$ cat src/rtl/ram_burst_reader.sv
// rtl/ram_burst_reader.sv - sequential RAM burst reader with a credit-limited 4-deep output stream FIFO
module ram_burst_reader #(
  parameter int ADDR_WIDTH = 12,
  parameter int DATA_WIDTH = 32,
  parameter int LEN_WIDTH  = 13
) (
  input  logic                  clk,
  input  logic                  rst,
  input  logic                  start,
  input  logic [ADDR_WIDTH-1:0] start_addr,
  input  logic [LEN_WIDTH-1:0]  length,
  output logic                  busy,
  output logic                  done,
  output logic [ADDR_WIDTH-1:0] ram_addr,
  output logic                  ram_we,
  output logic [DATA_WIDTH-1:0] ram_data_in,
  input  logic [DATA_WIDTH-1:0] ram_data_out,
  output logic                  m_valid,
  output logic [DATA_WIDTH-1:0] m_data,
  output logic                  m_last,
  input  logic                  m_ready
);

  typedef enum logic [1:0] {IDLE, ISSUE, DRAIN, DONE} state_t;

  state_t                state;
  logic [ADDR_WIDTH-1:0] base_addr;
  logic [LEN_WIDTH-1:0]  len_r;
  logic [LEN_WIDTH-1:0]  issued_cnt;
  logic [LEN_WIDTH-1:0]  beat_cnt;
  logic [1:0]            pipe;
  logic [DATA_WIDTH-1:0] fifo [4];
  logic [1:0]            wptr;
  logic [1:0]            rptr;
  logic [2:0]            fcount;
  logic [3:0]            occupancy;
  logic                  can_issue;
  logic                  push;
  logic                  pop;

  // Credits count words already in the FIFO plus reads still in the RAM pipe.
  assign occupancy = {1'b0, fcount} + {3'b0, pipe[0]} + {3'b0, pipe[1]};
  assign can_issue = (state == ISSUE) && (issued_cnt < len_r) && (occupancy < 4'd4);
  assign push      = pipe[1];
  assign pop       = m_valid && m_ready;

  assign m_valid     = (fcount != 3'd0);
  assign m_data      = fifo[rptr];
  assign m_last      = m_valid && (beat_cnt == len_r - LEN_WIDTH'(1));
  assign ram_we      = 1'b0;
  assign ram_data_in = '0;

  always_ff @(posedge clk) begin
    if (rst) begin
      state      <= IDLE;
      busy       <= 1'b0;
      done       <= 1'b0;
      ram_addr   <= '0;
      base_addr  <= '0;
      len_r      <= '0;
      issued_cnt <= '0;
      beat_cnt   <= '0;
      pipe       <= 2'b00;
      wptr       <= 2'd0;
      rptr       <= 2'd0;
      fcount     <= 3'd0;
      for (int i = 0; i < 4; i++) fifo[i] <= '0;
    end else begin
      pipe <= {pipe[0], 1'b0};

      if (push) begin
        fifo[wptr] <= ram_data_out;
        wptr       <= wptr + 2'd1;
      end
      if (pop) begin
        rptr     <= rptr + 2'd1;
        beat_cnt <= beat_cnt + LEN_WIDTH'(1);
      end
      case ({push, pop})
        2'b10:   fcount <= fcount + 3'd1;
        2'b01:   fcount <= fcount - 3'd1;
        default: fcount <= fcount;
      endcase

      case (state)
        IDLE: begin
          if (start) begin
            base_addr <= start_addr;
            len_r     <= length;
            beat_cnt  <= '0;
            if (length == '0) begin
              state <= DONE;
              done  <= 1'b1;
            end else begin
              // The first read goes out on the accepting edge so data lands in cycle 2.
              state      <= ISSUE;
              busy       <= 1'b1;
              ram_addr   <= start_addr;
              issued_cnt <= LEN_WIDTH'(1);
              pipe       <= {pipe[0], 1'b1};
            end
          end
        end
        ISSUE: begin
          if (can_issue) begin
            ram_addr   <= base_addr + issued_cnt[ADDR_WIDTH-1:0];
            issued_cnt <= issued_cnt + LEN_WIDTH'(1);
            pipe       <= {pipe[0], 1'b1};
          end
          if (issued_cnt == len_r) state <= DRAIN;
        end
        DRAIN: begin
          if (pop && m_last) begin
            state <= DONE;
            busy  <= 1'b0;
            done  <= 1'b1;
          end
        end
        DONE: begin
          done  <= 1'b0;
          state <= IDLE;
        end
        default: state <= IDLE;
      endcase
    end
  end

endmodule

$ cat config.mk
export PLATFORM = sky130hd
export DESIGN_NAME = ram_burst_reader
export DESIGN_NICKNAME = d
export VERILOG_FILES = /design/src/rtl/ram_burst_reader.sv
export SDC_FILE = /design/constraint.sdc
export NUM_CORES = 1
export LEC_CHECK = 0
export ABC_AREA = 1
export CORE_ASPECT_RATIO = 1.5
export CORE_MARGIN = 2
export CORE_UTILIZATION = 56
export DETAILED_ROUTE_END_ITERATION = 8
export PLACE_DENSITY_LB_ADDON = 0.05
export SETUP_SLACK_MARGIN = 0.2
export SYNTH_ARGS = -nofsm -noshare
export SYNTH_HDL_FRONTEND = slang
export SYNTH_SLANG_ARGS = --single-unit
export TNS_END_PERCENT = 1
$ cat constraint.sdc
create_clock -name clk -period 4.4 [get_ports clk]
set_input_delay 0.88 -clock clk [delete_from_list [all_inputs] [get_ports clk]]
set_output_delay 0.88 -clock clk [all_outputs]
set_load 0.01 [all_outputs]
==> run metrics <==
Overflow after GRT 0; DP Area 11900 um^2; routed len/inst 15.3 um; ANT nets after route 0; HPWL Detailed 16.6 mm; asr flop ratio synth 0%; Initial Utilization a little under three fifths; Crit Path Max Fanout 6; worst path bufs/invs 4; TritonCTS clock tree done; Vias/cell 5.29; Worst-path clk slew 0.06 ns; Critical Path RT 3.52 ns; VDD IR max around 0.35 mV; Mapped Cells 1274; Nets 1466; RSZ-0062 raised after global routing no; ant diodes 0; CTS Hold Buffers Added 0; Hold Path Class register to register; vias in the first global route between 8000 and 9000; TNS Setup 0 ns; mux cell area share after synthesis 0%; total track usage 25.0%; Period minus WS final around 3.5 ns; Clock Skew 0.00716 ns; drt first pass iters 5; critical path's top delay family buffers and inverters; Cells after DPL 1600; largest cells by area after synthesis edfxtp_1 (36%), dfxtp_1 (15%), nor2_1 (11%); Root Driver clkbuf_16; largest net degree at the start of global routing between 60 and 70; post-synthesis xor/xnor area fraction 2.63%; port bufs 108; Slew Limit Fails 0; Synth cell types 44; critical path type register to primary output; largest family of logic cells by synthesized area simple AND/OR/NAND/NOR gates; f_max 0.285 GHz; Final GP Congestion slightly below 0.9; final WL 25.1 mm; Startpoint Class register; final setup vio count 0; EDFF count, synth 128; CP Capture Type primary output; compound-cell area share of the yosys netlist 11.7%; most common cell in the netlist nor2_1; via count a little under 9000; Syn Area/Cell 8.35 um^2; CP Cell Sequence inv_1, ha_1, inv_1, nand2_1, nand2_1, xor2_1, inv_1, nand4_1, nor2_1, nand4_1, nor2_1, clkdlybuf4s50_1; first-pass GRT wire length between 40 and 50 mm; final hold violations 0; Post-Syn Area 10600 um^2; latest clock arrival within the worst-skew pair around 0.5 ns; Finished Cell Area 12500 um^2; setup slack at placement around 1.4 ns; Num CTS Buffers 20; leakage power 0.00503 uW; IO Count between 100 and 150; PD cells 517 nW/um^2; actual slew at the worst max-slew pin 0.678 ns; First DRT Iteration DRCs 546; Post-CTS Repair Setup Buffers 0; CP dominant cell by count inv_1; share of layout cells above drive strength 1 6.36%; top cell type's share of synthesized area a little over a third; synth warn 0; core area 18600 um^2; sequential share of the synthesized area 50.8%; Area Growth Syn to Fin 17.5%; adder-cell share of the synthesized area 4.26%; largest area contributor in the netlist edfxtp_1; antenna violations before repair 0; WP data arrival 2.63 ns; Final WS setup just under 0.9 ns; FF+latch count, synth 206; Die Span X 117 um; Worst slew margin 54.8%; CTS HTree Levels 1; Synth Area in Simple Gates 21.1%; top_reg_cell synth edfxtp_1; Clock Path Buffers 3; status finished, final reports clean; Crit-path slowest cell clkdlybuf4s50_1; clock sinks 206; Die H 173 um; Max Cap Viol 0; post_cts resized 0; row count between 60 and 70; Synth top cells by count nor2_1 (302), nand2_1 (143), inv_1 (137); Finished Core Util 67.2%; Final Non-Filler Cells 1636; # DRC 0; Tcrit/Tclk final 79.7%; Largest stage delay, worst path 0.55 ns; die area approximately 20000 um^2
[cell families after synthesis]
group / Yosys count
fa+ha+maj: 35
other cells: 1
simple gates: 535
xor+xnor: 32
buf+inv: 230
compound gates: 235
flops: 206
[flip-flops by register name, summed over array words and instances, names as in the netlist, named ones only]
register	flops
base_addr	12
beat_cnt	13
busy	1
done	1
fcount	3
fifo	128
issued_cnt	13
len_r	13
pipe	2
ram_addr	12
rptr	2
state	2
wptr	2
[per-layer routing]
metal / vias to the layer above / part of all wire, % / GRT usage, %
met2: 208 / 54 / 47.0
met5: - / 0 / 0
met3: 53 / 3.8 / 2.28
met4: 0 / 2.8 / 8.24
li1: 4314 / - / -
met1: 4078 / 39 / 29.2
[layout make-up]
cell class / instances / area (um^2)
fillers: 1635 / 6120
flip-flops and latches: 206 / 5410
well taps: 252 / 315
multi-input cells: 870 / 4360
clock inverters: 11 / 91.3
inverters: 146 / 556
repair buffers: 126 / 1220
clock buffers: 25 / 561
[power by group]
part           internal, uW  switching [uW]
Combinational           900            1430
Sequential             2290             141
Clock                   968             731
[worst register-to-register path, stage by stage, from the launching register on]
cell and delay, ns:
dfxtp_1 0.33, inv_1 0.10, ha_1 0.53, inv_2 0.36, nor3_2 0.19, o211a_1 0.16
nand2_1 0.06, nand2_1 0.06, nand2_1 0.09, nor2_4 0.47, inv_4 0.25, nor2_1 0.16
nor2_1 0.05
[path summary, 6_finish.rpt]
kind	start	to	slack, ns	cells after the start
setup / recovery	len_r[1]	m_last	0.89	12
hold / removal	pipe[0]	pipe[1]	0.42	2
setup reg to reg	state[1]	ram_addr[9]	1.49	12
hold reg to reg	pipe[0]	pipe[1]	0.42	2
[per-stage QoR]
| stage | hold WS, ns | power (uW) |
|---|---|---|
| final | 0.424 | 6460 |
| after global routing | 0.439 | 6860 |
| after CTS | 0.424 | 6490 |
| after detailed placement | 0.414 | 4800 |
| after global placement | 0.409 | 4770 |
| after floorplan | 0.403 | 3970 |
[cell usage in the layout, fill, tap and decap left out, drive strengths merged, types with 2 or more instances in the layout]
cell           count
clkinv             9
or2                4
o2111ai            2
nand4             14
fa                 2
nor4               4
clkbuf            25
o21bai             2
conb              33
nand3             44
inv              143
nor2             313
nand2            150
a21oi             62
xnor2              8
buf               18
ha                33
nor3               5
clkinvlp           4
clkdlybuf4s50    108
edfxtp           128
xor2              24
o22ai             32
dfxtp             78
o21ai            131
o21a               3
Note: power is estimated with default switching activity, not from simulation.
